<file path="config.mk">
export PLATFORM = sky130hd
export DESIGN_NAME = ad_multi_capture
export DESIGN_NICKNAME = d
export VERILOG_FILES = /design/src/rtl/ad_pkg.sv /design/src/rtl/ad_sclk_gen.sv /design/src/rtl/ad_multi_capture.sv
export SDC_FILE = /design/constraint.sdc
export NUM_CORES = 1
export LEC_CHECK = 0
export BUFFER_PORTS_ARGS = -buffer_cell sky130_fd_sc_hd__buf_2
export CELL_PAD_IN_SITES_DETAIL_PLACEMENT = 0
export CELL_PAD_IN_SITES_GLOBAL_PLACEMENT = 1
export CORE_ASPECT_RATIO = 1.5
export CORE_MARGIN = 3
export CORE_UTILIZATION = 41
export DETAILED_ROUTE_END_ITERATION = 7
export PLACE_DENSITY_LB_ADDON = 0.1
export SYNTH_ARGS = -nofsm -noshare
export SYNTH_HDL_FRONTEND = slang
export SYNTH_HIERARCHICAL = 1
export SYNTH_SLANG_ARGS = --single-unit
</file>
<file path="constraint.sdc">
create_clock -name clk_sys -period 19.2 [get_ports clk_sys]
set_input_delay 4.8 -clock clk_sys [delete_from_list [all_inputs] [get_ports clk_sys]]
set_output_delay 4.8 -clock clk_sys [all_outputs]
set_load 0.01 [all_outputs]
</file>
<file path="src/rtl/ad_pkg.sv">
`default_nettype none
// +----------------------------------------------------------------------+
// | ad_pkg : shared types and register map for the multi-channel ADC     |
// | Rev 1.0                                                              |
// +----------------------------------------------------------------------+
package ad_pkg;

  typedef enum logic [2:0] {
    ST_IDLE  = 3'd0,
    ST_WAIT  = 3'd1,
    ST_SETUP = 3'd2,
    ST_SHIFT = 3'd3,
    ST_HOLD  = 3'd4,
    ST_DONE  = 3'd5
  } state_t;

  localparam logic [7:0] REG_CTRL      = 8'h00;
  localparam logic [7:0] REG_CH_EN     = 8'h01;
  localparam logic [7:0] REG_PER_L     = 8'h02;
  localparam logic [7:0] REG_PER_H     = 8'h03;
  localparam logic [7:0] REG_STAT      = 8'h04;
  localparam logic [7:0] REG_DATA_BASE = 8'h10;

  localparam int ADDR_DEV_MSB = 21;
  localparam int ADDR_DEV_LSB = 16;
  localparam int ADDR_REG_MSB = 7;
  localparam int ADDR_REG_LSB = 0;

  localparam int CTRL_RUN     = 0;
  localparam int CTRL_SHOT    = 1;
  localparam int CTRL_CLR_OVR = 2;

  function automatic logic [5:0] dev_field(input logic [21:0] addr);
    return addr[ADDR_DEV_MSB:ADDR_DEV_LSB];
  endfunction

  function automatic logic [7:0] reg_field(input logic [21:0] addr);
    return addr[ADDR_REG_MSB:ADDR_REG_LSB];
  endfunction

endpackage
`default_nettype wire

</file>
<file path="src/rtl/ad_sclk_gen.sv">
`default_nettype none
// +----------------------------------------------------------------------+
// | ad_sclk_gen : DIV-cycle half-period timer and idle-high serial clock |
// | Rev 1.0                                                              |
// +----------------------------------------------------------------------+
module ad_sclk_gen #(
  parameter int DIV = 4
) (
  input  logic clk_sys,
  input  logic rst,
  input  logic run,
  input  logic toggle,
  output logic sclk,
  output logic half,
  output logic rise
);

  localparam int CW = $clog2(DIV);

  logic [CW-1:0] cnt;

  assign half = run && (cnt == CW'(DIV - 1));
  // rise marks the cycle whose closing edge drives sclk high
  assign rise = half && toggle && !sclk;

  always_ff @(posedge clk_sys or posedge rst) begin
    if (rst) begin
      cnt  <= '0;
      sclk <= 1'b1;
    end else if (!run) begin
      cnt  <= '0;
      sclk <= 1'b1;
    end else begin
      cnt <= half ? '0 : cnt + 1'b1;
      if (half && toggle)
        sclk <= ~sclk;
    end
  end

endmodule
`default_nettype wire

</file>
<file path="src/rtl/ad_multi_capture.sv">
`default_nettype none
// +----------------------------------------------------------------------+
// | ad_multi_capture : N-channel simultaneous serial ADC capture + fx bus |
// | Rev 1.0                                                              |
// +----------------------------------------------------------------------+
module ad_multi_capture
  import ad_pkg::*;
#(
  parameter int         N_CH       = 8,
  parameter int         AD_BITS    = 16,
  parameter int         FRAME_BITS = 16,
  parameter int         DIV        = 4,
  parameter logic [5:0] DEV_ID     = 6'h10
) (
  input  logic                    clk_sys,
  input  logic                    rst,
  input  logic                    pluse_us,
  output logic                    cs_n,
  output logic                    sclk,
  input  logic [N_CH-1:0]         sdata,
  output logic [N_CH*AD_BITS-1:0] ad_data,
  output logic [N_CH-1:0]         ad_vld,
  input  logic [21:0]             fx_waddr,
  input  logic                    fx_wr,
  input  logic [7:0]              fx_data,
  input  logic [21:0]             fx_raddr,
  input  logic                    fx_rd,
  output logic [7:0]              fx_q
);

  localparam int         BCW     = $clog2(FRAME_BITS + 1);
  localparam logic [7:0] CH_MASK = 8'((9'd1 << N_CH) - 9'd1);

  state_t          state, state_nxt;
  logic            run, ovr;
  logic [7:0]      ch_en;
  logic [15:0]     period, us_cnt;
  logic [BCW-1:0]  bit_cnt;
  logic            gen_run, half, rise, tick, busy;
  logic            wr_hit, rd_hit, shot, clr_ovr;
  logic [7:0]      wr_reg, rd_reg, rd_val;
  logic [15:0]     data16 [N_CH];
  logic [7:0]      shadow_byte [N_CH];
  logic            unused_addr;

  assign unused_addr = ^{fx_waddr[15:8], fx_raddr[15:8]};

  assign wr_hit  = fx_wr && (dev_field(fx_waddr) == DEV_ID);
  assign rd_hit  = dev_field(fx_raddr) == DEV_ID;
  assign wr_reg  = reg_field(fx_waddr);
  assign rd_reg  = reg_field(fx_raddr);
  assign shot    = wr_hit && (wr_reg == REG_CTRL) && fx_data[CTRL_SHOT];
  assign clr_ovr = wr_hit && (wr_reg == REG_CTRL) && fx_data[CTRL_CLR_OVR];

  assign gen_run = state inside {ST_SETUP, ST_SHIFT, ST_HOLD};
  assign busy    = !(state inside {ST_IDLE, ST_WAIT});
  assign tick    = run && pluse_us && (period != 16'd0) &&
                   (({1'b0, us_cnt} + 17'd1) >= {1'b0, period});

  ad_sclk_gen #(.DIV(DIV)) u_sclk (
    .clk_sys (clk_sys),
    .rst     (rst),
    .run     (gen_run),
    .toggle  (state == ST_SHIFT),
    .sclk    (sclk),
    .half    (half),
    .rise    (rise)
  );

  always_comb begin
    state_nxt = state;
    case (state)
      ST_IDLE:  if (shot) state_nxt = ST_SETUP;
                else if (run) state_nxt = ST_WAIT;
      ST_WAIT:  if (!run) state_nxt = ST_IDLE;
                else if (shot || period == 16'd0 || tick) state_nxt = ST_SETUP;
      ST_SETUP: if (half) state_nxt = ST_SHIFT;
      ST_SHIFT: if (rise && bit_cnt == BCW'(FRAME_BITS - 1)) state_nxt = ST_HOLD;
      ST_HOLD:  if (half) state_nxt = ST_DONE;
      ST_DONE:  if (!run) state_nxt = ST_IDLE;
                else if (period == 16'd0 || tick) state_nxt = ST_SETUP;
                else state_nxt = ST_WAIT;
      default:  state_nxt = ST_IDLE;
    endcase
  end

  always_ff @(posedge clk_sys or posedge rst) begin
    if (rst) begin
      state   <= ST_IDLE;
      cs_n    <= 1'b1;
      bit_cnt <= '0;
      us_cnt  <= '0;
      ovr     <= 1'b0;
      ad_vld  <= '0;
    end else begin
      state   <= state_nxt;
      cs_n    <= !(state_nxt inside {ST_SETUP, ST_SHIFT});
      bit_cnt <= (state != ST_SHIFT) ? '0 : (rise ? bit_cnt + 1'b1 : bit_cnt);
      // period window is re-armed at each frame start
      if (!run || state == ST_IDLE || (state_nxt == ST_SETUP && state != ST_SETUP))
        us_cnt <= '0;
      else if (pluse_us)
        us_cnt <= tick ? 16'd0 : us_cnt + 16'd1;
      ovr    <= (tick && gen_run) || (ovr && !clr_ovr);
      ad_vld <= (state == ST_DONE) ? ch_en[N_CH-1:0] : '0;
    end
  end

  always_ff @(posedge clk_sys or posedge rst) begin
    if (rst) begin
      run    <= 1'b0;
      ch_en  <= '0;
      period <= '0;
    end else if (wr_hit) begin
      case (wr_reg)
        REG_CTRL:  run          <= fx_data[CTRL_RUN];
        REG_CH_EN: ch_en        <= fx_data & CH_MASK;
        REG_PER_L: period[7:0]  <= fx_data;
        REG_PER_H: period[15:8] <= fx_data;
        default:   ;
      endcase
    end
  end

  always_comb begin
    rd_val = '0;
    if (rd_hit) begin
      case (rd_reg)
        REG_CTRL:  rd_val = {7'd0, run};
        REG_CH_EN: rd_val = ch_en;
        REG_PER_L: rd_val = period[7:0];
        REG_PER_H: rd_val = period[15:8];
        REG_STAT:  rd_val = {6'd0, ovr, busy};
        default: begin
          for (int k = 0; k < N_CH; k++) begin
            if (rd_reg == REG_DATA_BASE + 8'(2 * k))
              rd_val = data16[k][7:0];
            else if (rd_reg == REG_DATA_BASE + 8'(2 * k + 1))
              rd_val = shadow_byte[k];
          end
        end
      endcase
    end
  end

  always_ff @(posedge clk_sys or posedge rst) begin
    if (rst)
      fx_q <= '0;
    else if (fx_rd)
      fx_q <= rd_val;
  end

  for (genvar k = 0; k < N_CH; k++) begin : g_ch
    logic [AD_BITS-1:0] shreg, data_q;
    logic [7:0]         shadow;

    // leading bits of a longer frame fall off the top of shreg
    always_ff @(posedge clk_sys or posedge rst) begin
      if (rst) begin
        shreg  <= '0;
        data_q <= '0;
        shadow <= '0;
      end else begin
        if (rise)
          shreg <= {shreg[AD_BITS-2:0], sdata[k]};
        if (state == ST_DONE && ch_en[k])
          data_q <= shreg;
        if (fx_rd && rd_hit && rd_reg == REG_DATA_BASE + 8'(2 * k))
          shadow <= data16[k][15:8];
      end
    end

    assign data16[k]                     = 16'(data_q);
    assign shadow_byte[k]                = shadow;
    assign ad_data[k*AD_BITS +: AD_BITS] = data_q;
  end

endmodule
`default_nettype wire

</file>
==> Yosys cells after proc, flatten, opt, wreduce, memory -nomap -nowiden <==
Index checks and enable logic that the tools add are counted.
W data, S select, Z words.
{ "classes": {"addsub": 4, "order_cmp": 1, "eq_ne": 37, "muxes": 38, "bitwise_logic": 1, "n_reduce_logical": 56} }
{ "op_table": {"columns": ["op", "n"], "rows": [
  ["$mux W8", 18],
  ["$eq A8 B5 Y1 const B", 16],
  ["$mux W16", 3],
  ["$pmux W8 S5", 1],
  ["$eq A8 B2 Y1 const B", 4],
  ["$logic_and A1 B1 Y1", 31],
  ["$mux W3", 7],
  ["$pmux W3 S6", 1],
  ["$add A16 B1 Y17 const B", 1],
  ["$ge A17 B16 Y1", 1],
  ["$add A16 B1 Y16 const B", 1],
  ["$eq A8 B1 Y1 const B", 2],
  ["$logic_not A16 Y1", 1],
  ["$logic_not A8 Y1", 2],
  ["$reduce_bool A16 Y1", 1],
  ["$eq A3 B2 Y1 const B", 4],
  ["$eq A6 B5 Y1 const B", 2],
  ["$mux W5", 2],
  ["$eq A8 B3 Y1 const B", 1],
  ["$mux W2", 4],
  ["$reduce_and A2 Y1", 4],
  ["$reduce_bool A2 Y1", 4],
  ["$eq A3 B3 Y1 const B", 2],
  ["$logic_or A1 B1 Y1", 6],
  ["other kinds (12)", 18]
]} }
{ "word_totals": {"regBits": 390, "input_bits": 65, "out_inout_bits": 146} }

==> Depth between registers and ports, before layout <==
Gate-level depths: netlist of run 1.
{ "depth": {"word_depth": 19, "ltp_mapped": 15} }

==> Modules after synthesis <==
The synthesis of run 1 kept the hierarchy.
{ "by_module_without_submodules": {"columns": ["module", "instances", "cells_per_inst", "area_each_um2"], "rows": [
  ["ad_multi_capture", 1, 1283, 16966.3],
  ["ad_sclk_gen", 1, 12, 145.1]
]} }

==> Least setup slack after synthesis of run 1 <==
Ideal clock, no wire load.
{ "synth_timing": {"kind": "in2reg", "from": "input fx_raddr[5]", "to": "register g_ch[5].shadow[0]", "setup_ns": 0.125, "t_arrival_ns": 6.447, "setup_slack_ns": 12.628, "cell_stages": 5, "n_path_buf": 1, "path_cell_list": "or4b_4 > or3_4 > buf_6 > nor2_2 > mux2_2"} }
{ "synth_via": {"elab_chain_len": 2} }
{ "synth_rtl": {"columns": ["item", "line_no", "source"], "rows": [
  ["from (decl)", "ad_multi_capture.sv:26", "input logic [21:0] fx_raddr,"],
  ["$eq A8 B5 Y1", "ad_multi_capture.sv:168", "if (fx_rd && rd_hit && rd_reg == REG_DATA_BASE + 8'(2 * k))"],
  ["$logic_and A1 B1 Y1", "ad_multi_capture.sv:168", null],
  ["to (signal assigned)", "ad_multi_capture.sv:169", "shadow <= data16[k][15:8];"],
  ["to (decl)", "ad_multi_capture.sv:155", "logic [7:0] shadow;"]
]} }
Every way passes these cells.
A chain may end at the register's enable or synchronous reset.

==> Worst setup path after layout of run 1 <==
{ "layout_timing": {"from": "input fx_raddr[0]", "to": "register fx_q[5]"} }
{ "layout_via": {"elab_chain_len": 19, "elab_cells_between_ends": 39, "classes_between": "eq/ne (20); mux (18); reduce/logical (1)"} }
{ "layout_rtl": {"columns": ["item", "line_no", "source"], "rows": [
  ["$eq A8 B5 Y1", "ad_multi_capture.sv:138", "else if (rd_reg == REG_DATA_BASE + 8'(2 * k + 1))"],
  ["$mux W8", "ad_multi_capture.sv:138", null],
  ["$mux W8", "ad_multi_capture.sv:136", "if (rd_reg == REG_DATA_BASE + 8'(2 * k))"],
  ["$mux W8", "ad_multi_capture.sv:138", null],
  ["$mux W8", "ad_multi_capture.sv:136", null],
  ["$mux W8", "ad_multi_capture.sv:138", null],
  ["$mux W8", "ad_multi_capture.sv:136", null],
  ["$mux W8", "ad_multi_capture.sv:138", null],
  ["(+3 left out)", null, null],
  ["$mux W8", "ad_multi_capture.sv:138", null],
  ["$mux W8", "ad_multi_capture.sv:136", null],
  ["$mux W8", "ad_multi_capture.sv:138", null],
  ["$mux W8", "ad_multi_capture.sv:136", null],
  ["$mux W8", "ad_multi_capture.sv:138", null],
  ["$mux W8", "ad_multi_capture.sv:136", null],
  ["$pmux W8 S5 *", "ad_multi_capture.sv:128", "case (rd_reg)"],
  ["$mux W8 *", "ad_multi_capture.sv:127", "if (rd_hit) begin"],
  ["to (signal assigned)", "ad_multi_capture.sv:150", "fx_q <= rd_val;"],
  ["to (decl)", "ad_multi_capture.sv:28", "output logic [7:0] fx_q"]
]} }
Mark *: on every way between the ends. The rest lies on a longest branch, timed or not.

==> results of run 1 <==
==> where the power goes <==
part	total (W)	leakage, nW	internal, W	switching (W)
combinational	0.0000492	4.18	0.0000138	0.0000353
sequential	0.000831	5.26	0.000827	0.00000401
clock	0.000800	0.662	0.000474	0.000326
total	0.00168	10.1	0.00131	0.000366
==> layout make-up <==
class                           instances  area, um^2
Clock inverter                         15         203
Sequential cell                       390        9760
Multi-Input combinational cell        804        6950
Timing Repair Buffer                  203        1040
Inverter                               40         158
Tap cell                              558         698
Fill cell                            3818       21300
Antenna cell                            1        2.50
Clock buffer                           56        1150
==> state kept, by name, summed over array words and instances (netlist names) <==
signal and count:
ch_en 8, period 16, us_cnt 16, bit_cnt 5, u_sclk/sclk 1, cs_n 1, g_ch.shreg 128, state 3
g_ch.data_q 128, u_sclk/cnt 2, ad_vld 8, run 1, g_ch.shadow 64, ovr 1, fx_q 8
==> cell families (layout without fill, tap and decap cells) <==
logic type / count (synthesis) / after routing / synth area share
and+or+nand+nor: 241 / 241 / 0.0703
DFF: 390 / 390 / 0.570
muxes: 366 / 366 / 0.246
other: 0 / 1 / 0
xor gates and xnor gates: 25 / 25 / 0.0128
adders and majority gates: 20 / 20 / 0.0146
AOI/OAI and AO/OA: 152 / 152 / 0.0622
buffers and inverters: 101 / 314 / 0.0235
==> through the flow <==
stage               std cells  setup slack, ps  cell area [um^2]  power [W]  hold slack (ps)
floorplan                1295             3650             17100   0.000877              416
global placement         1995            11740             18600   0.000896              426
detailed placement       1995            11730             18600   0.000897              439
CTS                      2066            12310             20000    0.00171              448
global route             2066            12080             20000    0.00174              478
finish                   2067            12270             20000    0.00168              446
==> layout by cell type, fill, tap and decap left out, types with 8 or more instances in the layout <==
master | synthesis | final
a21oi_1 | 29 | 29
and3_1 | 16 | 16
nand4_1 | 9 | 9
nor2b_1 | 12 | 12
ha_1 | 20 | 20
clkbuf_16 | 0 | 40
buf_2 | 12 | 194
xnor2_1 | 8 | 8
mux4_2 | 10 | 10
nand2_1 | 75 | 75
xor2_1 | 17 | 17
buf_4 | 0 | 9
nor2_1 | 51 | 51
o22ai_1 | 10 | 10
nor3_1 | 14 | 14
o21ai_0 | 30 | 30
dfrtp_1 | 388 | 388
mux2i_1 | 18 | 18
a211oi_1 | 9 | 9
clkbuf_8 | 0 | 9
nor4_1 | 9 | 9
inv_1 | 40 | 39
mux2_2 | 338 | 338
nand3_1 | 17 | 17
==> worst paths after layout <==
check | end | cells past startpoint
max | fx_q[5]$_DFFE_PP0P_ | 8
min | u_sclk/cnt[0]$_DFF_PP0_ | 1
max reg2reg | state[0]$_DFF_PP0_ | 13
min reg2reg | u_sclk/cnt[0]$_DFF_PP0_ | 1
max in group asynchronous | g_ch[5].shreg[8]$_DFFE_PP0P_ | 3
min in group asynchronous | u_sclk/cnt[0]$_DFF_PP0_ | 2
==> metal layers <==
layer | global-route usage | vias up
met5 | 0 | -
met4 | 0.0615 | 2
met3 | 0.0376 | 74
met2 | 0.387 | 211
met1 | 0.245 | 5728
li1 | - | 5066
==> results.toml, run 1 <==
[yosys]
ys_seq_area_frac = 0.570
syn-mean-instance-area_um2 = 13.2
synth_seq_cells = 390
synth_ff_type = "dfrtp_1"
synth-warning-count = 6
synthesis.nets = 1380
synth_top_cell_by_area = "dfrtp_1"
synthMostInstantiatedCell = "dfrtp_1"
synth.top_cell.area_share = 0.567
synthTopCellsByCount = "dfrtp_1 (388), mux2_2 (338), nand2_1 (75)"
synth_edf_count = 0
synth-async-reset-ratio = 1.00
synthesis.area_um2 = 17100
yosysUniqueCellTypes = 74
syn_inst = 1295
synthTopCellsByArea = "dfrtp_1 (57%), mux2_2 (22%), nand2_1 (1.6%)"

[timing]
finalSetupViolations = 0
max_freq_ghz = 0.144
fin_crit_sh = 0.361
slew_viol_final = 0
tightest_slew_ps = 1050
hold_viol = 0
clock_skew_ps = 18.6
max_slew_margin = 0.291
period_minus_slack_ps = 6930
tns_ps = 0
rsz0062_at_grt = "false"

[floorplan]
fp.dieH_um = 256
io_pins = 211
rows = 91
core-area_um2 = 41200
dieArea_um2 = 44300
floorplan.initialDensity = 0.415
die_w_um = 173

[worst_setup_path]
r2r_start = "us_cnt[0]$_DFFE_PP0P_"
cp_slowest_cell = "buf_4"
critPathKind = "in -> reg"
cpPeakStageDelay_ps = 560
crit_path_end_kind = "register"
path_delay_family = "buffers and inverters"
r2r_slack_ps = 15590
worstPathArrival_ps = 7340
critPathBufInv = 2
start_kind = "input pin"
cp_cell_sequence = "buf_2 > buf_4 > mux4_2 > nor4b_1 > o22ai_1 > nand4_1 > a221oi_1 > o2bb2ai_1"
startpoint = "fx_raddr[0]"
worst-path-max-fanout = 33
worstPathRequired_ps = 19620

[clock_network]
cts_root_buffer = "clkbuf_16"
cts_tree = "yes"
cts_made_buffers = 39
htreeDepth = 2
cts.hold.buffers_added = 0
post_cts_buffers = 0
clock-sinks = 390
cts_resized = 0
cts_buffer_depth = 3
clk_latency_ps = 540
clk_pin_slew_ps = 60

[power_and_ir_drop]
vdd_ir_drop_max_mv = 0.0711
power.density_nw_per_um2 = 84.2
p_leak_nw = 10.1

[global_routing]
grt_antenna_before_repair = 2
grt_pass1_vias = 11700
grt_max_degree = 122
grt_use_total = 0.209
grt_overflow = 0
grt_pass1_wl_um = 71900

[placed_design]
gp_congestion = 0.841
port_buffers = 194
hpwl_um = 34000

[layout]
drive_gt1_frac = 0.419
utilization = 0.484
syn_to_final_growth_pct = 16.7
layout.nets = 1563

[run_status]
run_status = "completed"

[detailed_routing]
topRoutingLayerUsed = "met5"
dr_wl_met3_um = 1930
drcViolationCount = 0
met2WireLength_um = 25100
met1Wirelength_um = 18300
totalWireLength_um = 46600
vias = 11100
vias_per_cell = 5.36
drt-initial-drc-count = 536
drt_pass1_iterations = 7
ant_nets = 0
wire_per_inst_um = 22.6

[worst_hold_path]
holdCritStartpoint = "u_sclk/cnt[0]$_DFF_PP0_"
hp-class = "reg -> reg"

[job]
max-cap-violations = 0
Power figures use the tool's default switching activity.
==> inputs of run 2 (changes only) <==
==> constraint.sdc (replaced) <==
create_clock -name clk_sys -period 6.2 [get_ports clk_sys]
set_input_delay 1.55 -clock clk_sys [delete_from_list [all_inputs] [get_ports clk_sys]]
set_output_delay 1.55 -clock clk_sys [all_outputs]
set_load 0.01 [all_outputs]
==> run 2 against run 1 <==
Net effect: non-clock buffer count is the same; setup slack got worse by 9700 ps; global-route usage is 0.077 points higher; power rose to 3.1 times the previous value; combinational power increased to 3.2 times the previous value; register-to-register slack got worse by 13000 ps; design area increased by 0.23%; sequential power grew to 3.1 times the previous value; critical path type is now reg -> reg; largest power group unchanged.
==> results.toml, run 2 (synthesized netlist as in run 1, its figures left out) <==
[clock_network]
cts_buffer_depth = 3
clk_latency_ps = 540
post_cts_buffers = 0
cts_resized = 0
cts.hold.buffers_added = 0
clk_pin_slew_ps = 60
clock-sinks = 390
htreeDepth = 2
cts_root_buffer = "clkbuf_16"
cts_tree = "yes"
cts_made_buffers = 40

[layout]
drive_gt1_frac = 0.419
layout_commonest_cell = "dfrtp_1"
filler_cell_count = 3869
diodes = 0
layout.nets = 1564
syn_to_final_growth_pct = 16.9
largestRegisters = "g_ch.data_q (128), g_ch.shreg (128), g_ch.shadow (64)"
fin_cells = 2067
final_cell_mix = "dfrtp_1 (388), mux2_2 (338), buf_2 (194)"

[detailed_routing]
wire_per_inst_um = 22.5
totalWireLength_um = 46400
ant_nets = 0
drcViolationCount = 0
vias_per_cell = 5.39
drt_pass1_iterations = 4
drt-initial-drc-count = 705
vias = 11200

[power_and_ir_drop]
p_int_w = 0.00407
clock_power_share = 0.476
netSwitchingPower_w = 0.00113
swShare = 0.218
power.share.combinational = 0.030
vdd_ir_drop_max_mv = 0.195
p_leak_nw = 10.1
pwr-share-seq = 0.494
power.density_nw_per_um2 = 260

[global_routing]
grt_pass1_vias = 11700
grt_overflow = 0
grt_max_degree = 137
grt_use_total = 0.209
grt_antenna_before_repair = 2
grt_pass1_wl_um = 72300

[timing]
rsz0062_at_grt = "false"
max_freq_ghz = 0.278
tightest_slew_ps = 1010
timing.hold.ws_ps = 440
hold_viol = 0
slew_viol_final = 0
finalSetupViolations = 0
max_slew_margin = 0.324
fin_crit_sh = 0.580
clock_skew_ps = 14.3
period_minus_slack_ps = 3600

[floorplan]
core-area_um2 = 41200
io_pins = 211
floorplan.initialDensity = 0.415
rows = 91
fp.dieH_um = 256
die_w_um = 173
dieArea_um2 = 44300

[worst_hold_path]
hp-class = "reg -> reg"

[placed_design]
hpwl_um = 34000
dpl.cell_count = 1995
gp_congestion = 0.832
port_buffers = 194

[worst_setup_path]
start_kind = "register"
r2r_slack_ps = 2600
worstPathArrival_ps = 4010
worstPathRequired_ps = 6620
critPathKind = "reg -> reg"
cpPeakStageDelay_ps = 550
cp_slowest_cell = "nor3_1"
crit_path_end_kind = "register"
critPathBufInv = 0
path_delay_family = "simple AND/OR/NAND/NOR gates"
worst-path-max-fanout = 5
cp_cell_sequence = "nand3_1 > nor3_1 > and3_1 > nand3_1 > xnor2_1 > ha_1 > nand4_1 > o41ai_1 > a41o_1 > and3_1 > o21ai_0 > a41o_1"

[run_status]
run_status = "completed"

[job]
max-cap-violations = 0
-- run 2: metrics by stage --
stage / setup WS (ps) / setup TNS (ps) / util / total power (W) / instance area, um^2
after floorplan: -553 / -213500 / - / 0.00272 / 17100
after global placement: 2110 / 0 / 0.453 / 0.00278 / 18700
after detailed placement: 2100 / 0 / 0.453 / 0.00278 / 18700
after CTS: 2580 / 0 / 0.485 / 0.00528 / 20000
after global routing: 2290 / 0 / 0.485 / 0.00539 / 20000
final: 2600 / 0 / 0.485 / 0.00520 / 20000
-- run 2: layout make-up --
cell class / instances / area, um^2 / area share
clock inverter: 13 / 163 / 0.00813
inverter: 40 / 154 / 0.00769
clock buffer: 59 / 1190 / 0.0596
timing repair buffer: 203 / 1090 / 0.0544
multi-input combinational: 804 / 6950 / 0.347
tap: 558 / 698 / 0.0349
sequential: 390 / 9760 / 0.488
-- run 2: path summary, 6_finish.rpt --
check,startpoint,to,cells after the start
min in group asynchronous,rst,u_sclk/cnt[0]$_DFF_PP0_,2
setup / recovery,us_cnt[0]$_DFFE_PP0P_,state[0]$_DFF_PP0_,12
max in group asynchronous,rst,g_ch[5].shadow[3]$_DFFE_PP0P_,4
hold / removal,u_sclk/cnt[0]$_DFF_PP0_,u_sclk/cnt[0]$_DFF_PP0_,1
hold reg to reg,u_sclk/cnt[0]$_DFF_PP0_,u_sclk/cnt[0]$_DFF_PP0_,1
setup reg to reg,us_cnt[0]$_DFFE_PP0P_,state[0]$_DFF_PP0_,12
-- run 2: worst reg2reg max path: cells and delay by family, from the launching register on --
kind / cells / cell delay [ps]
simple gates: 6 / 1530
compound gates: 4 / 1060
flops: 1 / 430
fa+ha+maj: 1 / 310
xor+xnor: 1 / 160
-- run 2: power groups by stage --
stage	Sequential [W]	Combinational, W	Clock, W
6_report	0.00257	0.000155	0.00248
5_1_grt	0.00257	0.000174	0.00265
4_1_cts	0.00257	0.000160	0.00255
3_5_place_dp	0.00262	0.000159	0
3_3_place_gp	0.00262	0.000157	0
2_1_floorplan	0.00262	0.0000989	0
-- run 2: metal layers --
layer	vias to the layer above	routed length, um	track usage	share of wire
met5	-	26	0	0.00056
met4	4	1500	0.0717	0.032
met3	72	2060	0.0382	0.044
met2	224	24800	0.380	0.53
met1	5793	18000	0.248	0.39
li1	5058	-	-	-
